`config.mk`:
```
export PLATFORM = sky130hd
export DESIGN_NAME = fx_bus_bridge_flat
export DESIGN_NICKNAME = d
export VERILOG_FILES = /design/src/rtl/fx_bus_bridge_if.sv /design/src/rtl/fx_bus_bridge.sv /design/src/flat_wrapper.sv
export SDC_FILE = /design/constraint.sdc
export NUM_CORES = 1
export LEC_CHECK = 0
export CAP_MARGIN = 30
export CORE_UTILIZATION = 50
export CTS_CLUSTER_DIAMETER = 40
export DETAILED_ROUTE_END_ITERATION = 8
export GPL_TIMING_DRIVEN = 0
export MAX_ROUTING_LAYER = met4
export PLACE_DENSITY_LB_ADDON = 0.2
export SYNTH_ARGS = -nofsm -noshare
export SYNTH_HDL_FRONTEND = slang
export SYNTH_SLANG_ARGS = --single-unit
```
`constraint.sdc`:
```
create_clock -name clk_sys -period 3 [get_ports clk_sys]
set_clock_uncertainty 0.2 [all_clocks]
set_input_delay 0.6 -clock clk_sys [delete_from_list [all_inputs] [get_ports clk_sys]]
set_output_delay 0.6 -clock clk_sys [all_outputs]
set_load 0.02 [all_outputs]
```
`src/rtl/fx_bus_bridge_if.sv`:
```
// Command-side and fx-bus signal bundle for fx_bus_bridge.
// The master modport is the bridge's own view; slave is the environment's view.
interface fx_bus_bridge_if #(
   parameter int unsigned MOD_W  = 6,
   parameter int unsigned ADDR_W = 8,
   parameter int unsigned DATA_W = 8
);
   localparam int unsigned FXA_W = 2 + MOD_W + ADDR_W;

   logic [MOD_W+1:0]  i_cmdl_mod;
   logic [ADDR_W-1:0] i_cmdl_addr;
   logic [DATA_W-1:0] i_cmdl_data;
   logic              i_cmdl_vld;
   logic              o_cmdl_rdy;
   logic              o_cmd_err;
   logic [DATA_W-1:0] o_cmdl_q;
   logic              o_cmdl_q_vld;
   logic [FXA_W-1:0]  o_fx_waddr;
   logic              o_fx_wr;
   logic [DATA_W-1:0] o_fx_data;
   logic              o_fx_rd;
   logic [FXA_W-1:0]  o_fx_raddr;
   logic [DATA_W-1:0] i_fx_q;

   modport master (
      input  i_cmdl_mod, i_cmdl_addr, i_cmdl_data, i_cmdl_vld, i_fx_q,
      output o_cmdl_rdy, o_cmd_err, o_cmdl_q, o_cmdl_q_vld,
      output o_fx_waddr, o_fx_wr, o_fx_data, o_fx_rd, o_fx_raddr
   );

   modport slave (
      output i_cmdl_mod, i_cmdl_addr, i_cmdl_data, i_cmdl_vld, i_fx_q,
      input  o_cmdl_rdy, o_cmd_err, o_cmdl_q, o_cmdl_q_vld,
      input  o_fx_waddr, o_fx_wr, o_fx_data, o_fx_rd, o_fx_raddr
   );
endinterface

```
`src/rtl/fx_bus_bridge.sv`:
```
// Command-line to fx register bus bridge: command FIFO feeding a one-command-at-a-time
// strobe issuer, with fixed-latency read return.
module fx_bus_bridge #(
   parameter int unsigned MOD_W      = 6,
   parameter int unsigned ADDR_W     = 8,
   parameter int unsigned DATA_W     = 8,
   parameter int unsigned FIFO_DEPTH = 4,
   parameter int unsigned RD_LAT     = 1
) (
   input  logic             clk_sys,
   input  logic             rst_n,
   fx_bus_bridge_if.master  io_bus
);
   localparam int unsigned FXA_W = 2 + MOD_W + ADDR_W;
   localparam int unsigned PTR_W = $clog2(FIFO_DEPTH);
   localparam int unsigned ENT_W = 1 + MOD_W + ADDR_W + DATA_W;
   localparam logic [PTR_W:0] FULL_CNT = (PTR_W+1)'(FIFO_DEPTH);

   typedef enum logic [1:0] {StIdle, StIssueWr, StIssueRd, StRdWait} state_e;

   logic [ENT_W-1:0]  r_mem [FIFO_DEPTH];
   logic [PTR_W-1:0]  r_wptr, r_rptr;
   logic [PTR_W:0]    r_count;
   logic              r_rdy, r_cmd_err;
   state_e            r_state;
   logic [3:0]        r_cnt;
   logic              r_fx_wr, r_fx_rd;
   logic [FXA_W-1:0]  r_fx_addr;
   logic [DATA_W-1:0] r_fx_data, r_q;
   logic              r_q_vld;

   logic [1:0]        w_op;
   logic              w_legal, w_push, w_pop, w_empty, w_head_wr;
   logic [ENT_W-1:0]  w_head;
   logic [PTR_W:0]    w_count_d;
   state_e            w_state_d;
   logic              w_fx_wr_d, w_fx_rd_d, w_q_vld_d;
   logic [FXA_W-1:0]  w_fx_addr_d;
   logic [DATA_W-1:0] w_fx_data_d, w_q_d;
   logic [3:0]        w_cnt_d;

   assign w_op      = io_bus.i_cmdl_mod[MOD_W+1:MOD_W];
   assign w_legal   = (w_op == 2'b10) || (w_op == 2'b00);
   assign w_push    = io_bus.i_cmdl_vld & r_rdy & w_legal;
   assign w_empty   = (r_count == '0);
   assign w_head    = r_mem[r_rptr];
   assign w_head_wr = w_head[ENT_W-1];
   assign w_count_d = r_count + {{PTR_W{1'b0}}, w_push} - {{PTR_W{1'b0}}, w_pop};

   // Entry layout: {is_write, mod_id, addr, data}
   always_ff @(posedge clk_sys) begin
      if (w_push) begin
         r_mem[r_wptr] <= {w_op[1], io_bus.i_cmdl_mod[MOD_W-1:0], io_bus.i_cmdl_addr,
                           io_bus.i_cmdl_data};
      end
   end

   always_ff @(posedge clk_sys or negedge rst_n) begin
      if (!rst_n) begin
         r_wptr    <= '0;
         r_rptr    <= '0;
         r_count   <= '0;
         r_rdy     <= 1'b1;
         r_cmd_err <= 1'b0;
         r_state   <= StIdle;
         r_cnt     <= '0;
         r_fx_wr   <= 1'b0;
         r_fx_rd   <= 1'b0;
         r_fx_addr <= '0;
         r_fx_data <= '0;
         r_q       <= '0;
         r_q_vld   <= 1'b0;
      end else begin
         if (w_push) r_wptr <= r_wptr + 1'b1;
         if (w_pop)  r_rptr <= r_rptr + 1'b1;
         r_count   <= w_count_d;
         r_rdy     <= (w_count_d != FULL_CNT);
         r_cmd_err <= io_bus.i_cmdl_vld & (~w_legal | ~r_rdy);
         r_state   <= w_state_d;
         r_cnt     <= w_cnt_d;
         r_fx_wr   <= w_fx_wr_d;
         r_fx_rd   <= w_fx_rd_d;
         r_fx_addr <= w_fx_addr_d;
         r_fx_data <= w_fx_data_d;
         r_q       <= w_q_d;
         r_q_vld   <= w_q_vld_d;
      end
   end

   always_comb begin
      w_state_d = r_state;
      w_pop     = 1'b0;
      unique case (r_state)
         StIdle: begin
            if (!w_empty) begin
               w_pop     = 1'b1;
               w_state_d = w_head_wr ? StIssueWr : StIssueRd;
            end
         end
         StIssueWr: begin
            if (!w_empty && w_head_wr) w_pop = 1'b1;
            else                       w_state_d = StIdle;
         end
         StIssueRd: w_state_d = StRdWait;
         StRdWait:  if (r_cnt == '0) w_state_d = StIdle;
         default:   w_state_d = StIdle;
      endcase
   end

   always_comb begin
      w_fx_wr_d   = w_pop & w_head_wr;
      w_fx_rd_d   = w_pop & ~w_head_wr;
      w_fx_addr_d = w_pop ? {2'b00, w_head[DATA_W+ADDR_W +: MOD_W], w_head[DATA_W +: ADDR_W]}
                          : '0;
      w_fx_data_d = (w_pop & w_head_wr) ? w_head[DATA_W-1:0] : '0;
      w_cnt_d     = r_cnt;
      w_q_vld_d   = 1'b0;
      w_q_d       = r_q;
      if (r_state == StIssueRd) begin
         w_cnt_d = 4'(RD_LAT - 1);
      end else if (r_state == StRdWait) begin
         if (r_cnt == '0) begin
            w_q_vld_d = 1'b1;
            w_q_d     = io_bus.i_fx_q;
         end else begin
            w_cnt_d = r_cnt - 4'd1;
         end
      end
   end

   assign io_bus.o_cmdl_rdy   = r_rdy;
   assign io_bus.o_cmd_err    = r_cmd_err;
   assign io_bus.o_cmdl_q     = r_q;
   assign io_bus.o_cmdl_q_vld = r_q_vld;
   assign io_bus.o_fx_wr      = r_fx_wr;
   assign io_bus.o_fx_rd      = r_fx_rd;
   assign io_bus.o_fx_waddr   = r_fx_wr ? r_fx_addr : '0;
   assign io_bus.o_fx_raddr   = r_fx_rd ? r_fx_addr : '0;
   assign io_bus.o_fx_data    = r_fx_data;
endmodule

```
`src/flat_wrapper.sv`:
```
// flat-port wrapper written by rule: the top's interface ports become plain ports
module fx_bus_bridge_flat 
#(
   parameter int unsigned MOD_W      = 6,
   parameter int unsigned ADDR_W     = 8,
   parameter int unsigned DATA_W     = 8,
   parameter int unsigned FIFO_DEPTH = 4,
   parameter int unsigned RD_LAT     = 1
)
  (clk_sys, rst_n, io_bus_i_cmdl_mod, io_bus_i_cmdl_addr, io_bus_i_cmdl_data, io_bus_i_cmdl_vld, io_bus_i_fx_q, io_bus_o_cmdl_rdy, io_bus_o_cmd_err, io_bus_o_cmdl_q, io_bus_o_cmdl_q_vld, io_bus_o_fx_waddr, io_bus_o_fx_wr, io_bus_o_fx_data, io_bus_o_fx_rd, io_bus_o_fx_raddr);
  fx_bus_bridge_if #(.MOD_W(MOD_W), .ADDR_W(ADDR_W), .DATA_W(DATA_W)) io_bus_i ();
  input  logic clk_sys;
  input  logic rst_n;
  input wire logic [$bits(io_bus_i.i_cmdl_mod)-1:0] io_bus_i_cmdl_mod;
  input wire logic [$bits(io_bus_i.i_cmdl_addr)-1:0] io_bus_i_cmdl_addr;
  input wire logic [$bits(io_bus_i.i_cmdl_data)-1:0] io_bus_i_cmdl_data;
  input wire logic [$bits(io_bus_i.i_cmdl_vld)-1:0] io_bus_i_cmdl_vld;
  input wire logic [$bits(io_bus_i.i_fx_q)-1:0] io_bus_i_fx_q;
  output wire logic [$bits(io_bus_i.o_cmdl_rdy)-1:0] io_bus_o_cmdl_rdy;
  output wire logic [$bits(io_bus_i.o_cmd_err)-1:0] io_bus_o_cmd_err;
  output wire logic [$bits(io_bus_i.o_cmdl_q)-1:0] io_bus_o_cmdl_q;
  output wire logic [$bits(io_bus_i.o_cmdl_q_vld)-1:0] io_bus_o_cmdl_q_vld;
  output wire logic [$bits(io_bus_i.o_fx_waddr)-1:0] io_bus_o_fx_waddr;
  output wire logic [$bits(io_bus_i.o_fx_wr)-1:0] io_bus_o_fx_wr;
  output wire logic [$bits(io_bus_i.o_fx_data)-1:0] io_bus_o_fx_data;
  output wire logic [$bits(io_bus_i.o_fx_rd)-1:0] io_bus_o_fx_rd;
  output wire logic [$bits(io_bus_i.o_fx_raddr)-1:0] io_bus_o_fx_raddr;
  assign io_bus_i.i_cmdl_mod = io_bus_i_cmdl_mod;
  assign io_bus_i.i_cmdl_addr = io_bus_i_cmdl_addr;
  assign io_bus_i.i_cmdl_data = io_bus_i_cmdl_data;
  assign io_bus_i.i_cmdl_vld = io_bus_i_cmdl_vld;
  assign io_bus_i.i_fx_q = io_bus_i_fx_q;
  assign io_bus_o_cmdl_rdy = io_bus_i.o_cmdl_rdy;
  assign io_bus_o_cmd_err = io_bus_i.o_cmd_err;
  assign io_bus_o_cmdl_q = io_bus_i.o_cmdl_q;
  assign io_bus_o_cmdl_q_vld = io_bus_i.o_cmdl_q_vld;
  assign io_bus_o_fx_waddr = io_bus_i.o_fx_waddr;
  assign io_bus_o_fx_wr = io_bus_i.o_fx_wr;
  assign io_bus_o_fx_data = io_bus_i.o_fx_data;
  assign io_bus_o_fx_rd = io_bus_i.o_fx_rd;
  assign io_bus_o_fx_raddr = io_bus_i.o_fx_raddr;
  fx_bus_bridge #(.MOD_W(MOD_W), .ADDR_W(ADDR_W), .DATA_W(DATA_W), .FIFO_DEPTH(FIFO_DEPTH), .RD_LAT(RD_LAT)) u_core (.clk_sys(clk_sys), .rst_n(rst_n), .io_bus(io_bus_i));
endmodule
```
**Word-level counts from Yosys, hierarchy flattened**

Memory sizes are Yosys's and may differ from the RTL's.
Cells that the tools add are included.

- Add/subtract/negate cells: 5
- $mul: 0
- Mux-type cells: 20
- Equality and inequality tests: 9
- Order comparisons: 0
- Shift-type cells: 0
- Div/mod/pow operators: 0
- Bitwise logic cells: 10
- Reductions and logical operators: 11

Operators by type and width:

| operator | number |
|---|---|
| $mux W14 | 3 |
| $mux W4 | 3 |
| $mux W2 | 4 |
| $mux W8 | 1 |
| $pmux W2 S4 | 1 |
| $mux W1 | 7 |
| $eq A2 B2 Y1 const B | 3 |
| $ne A2 B2 Y1 const B | 3 |
| $reduce_and A3 Y1 | 2 |
| $and A1 B1 Y1 | 5 |
| $add A2 B1 Y2 const B | 2 |
| $logic_not A2 Y1 | 2 |
| $logic_not A4 Y1 | 1 |
| $not A1 Y1 | 4 |
| $sub A4 B1 Y4 const B | 1 |
| $add A3 B1 Y3 | 1 |
| $logic_not A3 Y1 | 1 |
| $ne A3 B3 Y1 const B | 1 |
| $sub A3 B1 Y3 | 1 |
| $eq A2 B1 Y1 const B | 1 |
| $ne A2 B1 Y1 const B | 1 |
| $pmux W1 S2 | 1 |
| $reduce_and A2 Y1 | 1 |
| $reduce_bool A2 Y1 | 1 |
| 4 further kinds | 4 |

- Memories kept: 1
- Word-level logic and storage cells: 69
- Bits in writable memories: 92
- Bits of input ports: 35
- Latch bits: 0
- Register bits after elaboration: 48
- Memory bits (read-only): 0
- Output and inout port bits: 53

Memories:

| memory | words | width | rd ports | clocked after memory_dff | write ports | line | text |
|---|---|---|---|---|---|---|---|
| u_core.r_mem | 4 | 23 | 1 | 0 | 1 | fx_bus_bridge.sv:21 | `logic [ENT_W-1:0] r_mem [FIFO_DEPTH];` |

**Logic depth before layout (Yosys ltp)**

- Word-level depth: 7
- Depth in mapped cells: 11
- Depth with buffers taken out: 9

**Least setup slack after synthesis**

OpenSTA, ideal clock, no wires.

- Path kind: reg2reg
- Start point: reg u_core.r_rptr[0]
- End point: reg u_core.r_rdy (netlist: u_core.io_bus.o_cmdl_rdy)
- Slack: 271 ps
- Clock period less this slack: 2729 ps
- Data required time: 2717 ps
- Arrival time: 2446 ps
- Path buffers: 3
- Stages on the path, launching flop included: 12
- Setup time: 83 ps
- Cells stage by stage: dfrtp_1 > buf_4 > buf_2 > nor3_2 > buf_2 > nor2_1 > ha_1 > inv_1 > ha_1 > fa_1 > xnor2_1 > nand2_1

- Cells in the longest elaborated chain, start to end: 6

Ends and longest elaborated chain:

| element | line | text |
|---|---|---|
| start, declared | fx_bus_bridge.sv:22 | `logic [PTR_W-1:0] r_wptr, r_rptr;` |
| start signal, assigned | fx_bus_bridge.sv:75 | `if (w_pop) r_rptr <= r_rptr + 1'b1;` |
| $mem_v2 Z4 W23 | -- |  |
| $logic_and A1 B1 Y1 | fx_bus_bridge.sv:101 | `if (!w_empty && w_head_wr) w_pop = 1'b1;` |
| $mux W1 | fx_bus_bridge.sv:101 |  |
| $pmux W1 S2 | fx_bus_bridge.sv:93 | `unique case (r_state)` |
| named net u_core.w_pop | fx_bus_bridge.sv:33 | `logic w_legal, w_push, w_pop, w_empty, w_head_wr;` |
| $sub A3 B1 Y3 | fx_bus_bridge.sv:48 | `assign w_count_d = r_count + {{PTR_W{1'b0}}, w_push} - {{PTR_W{1'b0}}, w_pop};` |
| named net u_core.w_count_d[2] | fx_bus_bridge.sv:35 | `logic [PTR_W:0] w_count_d;` |
| $ne A3 B3 Y1 | fx_bus_bridge.sv:77 | `r_rdy <= (w_count_d != FULL_CNT);` |
| end signal, assigned | fx_bus_bridge.sv:77 |  |
| end, declared | fx_bus_bridge.sv:24 | `logic r_rdy, r_cmd_err;` |

The timed path passes the listed nets, and every way through them passes these cells.
A chain may end at the register's enable or synchronous reset.

**Worst setup path in the final report**

- Start point: reg u_core.r_fx_wr (netlist: u_core.io_bus.o_fx_wr)
- End point: out io_bus_o_fx_waddr[6]

- Cells in the longest elaborated chain, start to end: 1

Ends and longest elaborated chain:

| element | line | text |
|---|---|---|
| start, declared | fx_bus_bridge.sv:27 | `logic r_fx_wr, r_fx_rd;` |
| start signal, assigned | fx_bus_bridge.sv:81 | `r_fx_wr <= w_fx_wr_d;` |
| $mux W14 | fx_bus_bridge.sv:137 | `assign io_bus.o_fx_waddr = r_fx_wr ? r_fx_addr : '0;` |
| end, declared | flat_wrapper.sv:23 | `output wire logic [$bits(io_bus_i.o_fx_waddr)-1:0] io_bus_o_fx_waddr;` |

No other way between the ends.

==> metrics <==
Post-synth EDFFs=92; initial antenna violation count=0; clock buffer depth=2; Cells after Synth=312; f_max=349 MHz; CP arrival=2.07 ns; I/O pins=88; die area=11,500 um2; Tcrit/Tclk final=95.6%; Ant. Diodes=0; maxcap violations=0; Final TNS setup=0 ns; fin nets=467; via count=3,033; slew at the pin with the worst max-slew slack=0.715 ns; CTS H-tree depth=4; Most used DFF post-synth=edfxtp_1; Final HPWL DP=6900 um; Worst Setup Path Type=reg -> out; DRT iter0 DRCs=99; Starting Density=52.5%; pwr/cell area=949 nW/um2; final WL=10,300 um; Area contributors post-synth=edfxtp_1 (50%), dfrtp_1 (21%), mux4_2 (9.4%), and2_1 (4.5%), mux2_2 (2.0%); Skew-Pair Late Insertion Delay=0.51 ns; Syn. warnings=0; WHS=0.304 ns; Pins Over Slew Limit=0; largest net degree at the start of global routing=39; Worst VDD drop=0.647 mV; Crit Path Max Fanout=10; Root Driver=clkbuf_8; port bufs=83; Place WS=-0.151 ns; Cell Area, Synth=5510 um2; total chip power=6.92 mW; Area after DPL=6650 um2; status=complete, no violations; Non-Filler Instances=573; clock tree sinks=140; Synth cell types=43; Post-route DRC=0; Setup Viol. Count Final=0; total grt overflow=0; routability cong.=0.776; path type of the worst min-delay path=reg -> reg; Via density=5.29; Core Util, Final=69.4%; First-pass DRT Iterations=4; Reg clk slew, reported paths=0.06 ns; share of layout cells above drive strength 1=21.3%; GRT Overall Usage=20.8%; first-pass GRT wire length=16,700 um; crit start category=flip-flop; Synth Register Bits=140; FP Rows=37; register area share after synthesis=71.9%; Avg Cell Area, Syn=17.7 um2; Yosys top cell by area=edfxtp_1; post-route ant nets=0; Core Box Area=10,500 um2; Hold Path Depth=1; vias in the first global route=3,164; WL/cell=17.9 um; Die X=107 um; CTS buffer count=17; Finished Cell Area=7290 um2; cells on worst reg2reg path=11; critical path capture point type=output pin; Synth top area share=50.1%; Hold Fails Final Rpt=0; Pleak=2.72 nW; fraction of registers with async set/reset=34.3%; WP data required=2.20 ns; RSZ-0062 raised after global routing=no; Area growth syn-to-layout=32.3%; worst setup margin=0.133 ns; die height=107 um; fin crit period=2.87 ns; Worst slew margin=52.3%; CTS tree=done; placed insts=539
-- cells in the final DEF, fill, tap and decap left out, types with 2 or more instances in the layout --
cell             instances
nor2_1                   3
nor3_4                   2
o21ai_0                  5
clkinv_4                 2
inv_6                    4
nor2b_1                  2
clkinv_8                 3
o41ai_1                  2
inv_1                   12
clkinvlp_4               3
clkbuf_1                 7
clkdlybuf4s50_1         82
o31ai_1                  2
nor3b_1                 14
edfxtp_1                92
nand3_1                  2
and2_1                  40
buf_16                   4
conb_1                   4
inv_8                    2
clkbuf_16               16
mux4_2                  23
mux2_2                  10
and3_1                   2
dfrtp_1                 47
nand2_1                  5
buf_4                   11
ha_1                     7
-- cell type report --
class,count,area [um2]
inverters,13,48.8
fillers,707,3220
well taps,136,170
clock buffers,17,414
repair buffers,92,988
plain buffers,17,103
clock inverters,15,176
multi-input cells,143,1430
flip-flops and latches,140,3970
-- final timing paths --
kind                                      startpoint                          to  slack (ns)
max                            u_core.io_bus.o_fx_wr        io_bus_o_fx_waddr[6]        0.13
min                        u_core.io_bus.o_cmdl_q[7]   u_core.io_bus.o_cmdl_q[7]        0.30
max reg2reg                         u_core.r_rptr[1]    u_core.io_bus.o_cmdl_rdy        0.14
min reg2reg                u_core.io_bus.o_cmdl_q[7]   u_core.io_bus.o_cmdl_q[7]        0.30
max in group asynchronous                      rst_n    u_core.io_bus.o_cmdl_rdy        1.72
min in group asynchronous                      rst_n  u_core.io_bus.o_fx_data[2]        0.31
-- logic make-up (layout without fill, tap and decap cells) --
family,count (synthesis),count (layout),share of synthesized area (%)
and+or+nand+nor,78,78,9.10
adders and majority gates,8,8,1.95
AOI/OAI and AO/OA,16,16,2.13
other,1,4,0.0680
buffers and inverters,32,154,2.75
xor gates and xnor gates,3,3,0.477
muxes,34,34,11.6
DFF,140,140,71.9
-- synthesized netlist by cell type, types with 2 or more instances --
cell,n
nor3b_1,14
xnor2_1,2
o41ai_1,2
buf_2,3
clkbuf_1,8
edfxtp_1,92
nor2b_1,2
and2_1,40
nand3_1,2
nor2_1,3
o21ai_0,5
inv_1,13
and3_1,2
nand2_1,5
dfrtp_1,47
ha_1,7
buf_4,7
o31ai_1,2
mux2_2,10
mux4_2,23
-- registers in the layout, indices dropped and copies added, names as in the netlist --
name / cells
u_core.io_bus.o_cmd_err: 1
u_core.io_bus.o_cmdl_q: 8
u_core.io_bus.o_cmdl_q_vld: 1
u_core.io_bus.o_cmdl_rdy: 1
u_core.io_bus.o_fx_data: 8
u_core.io_bus.o_fx_rd: 1
u_core.io_bus.o_fx_wr: 1
u_core.r_cnt: 4
u_core.r_count: 3
u_core.r_fx_addr: 14
u_core.r_mem: 92
u_core.r_rptr: 2
u_core.r_state: 2
u_core.r_wptr: 2
-- where the power goes --
group / switching [mW] / leakage (nW) / internal (mW)
combinational: 1.15 / 0.996 / 1.13
clock: 0.863 / 0.278 / 1.14
sequential: 0.175 / 1.45 / 2.46
-- worst max-delay path, stage by stage, from the launching register on --
cell and delay, ns:
dfrtp_1 0.40, clkbuf_1 0.35, and2_1 0.20, clkdlybuf4s50_1 0.60
-- what timing repair did --
action                                 in CTS  in global routing
setup endpoints to repair                   2                  2
buffers inserted                            0                  3
resized for setup                           5                  2
endpoints found under the hold margin      10                  0
pin swaps                                   0                  2
hold buffers                                1                  0
-- metal layers --
layer	routed length (um)	GRT usage [%]	vias to the layer above
met5	0	-	-
met4	80	6.36	0
met3	524	6.26	9
met2	5260	33.3	96
met1	4410	25.6	1539
li1	-	-	1389
Power figures use the tool's default switching activity.
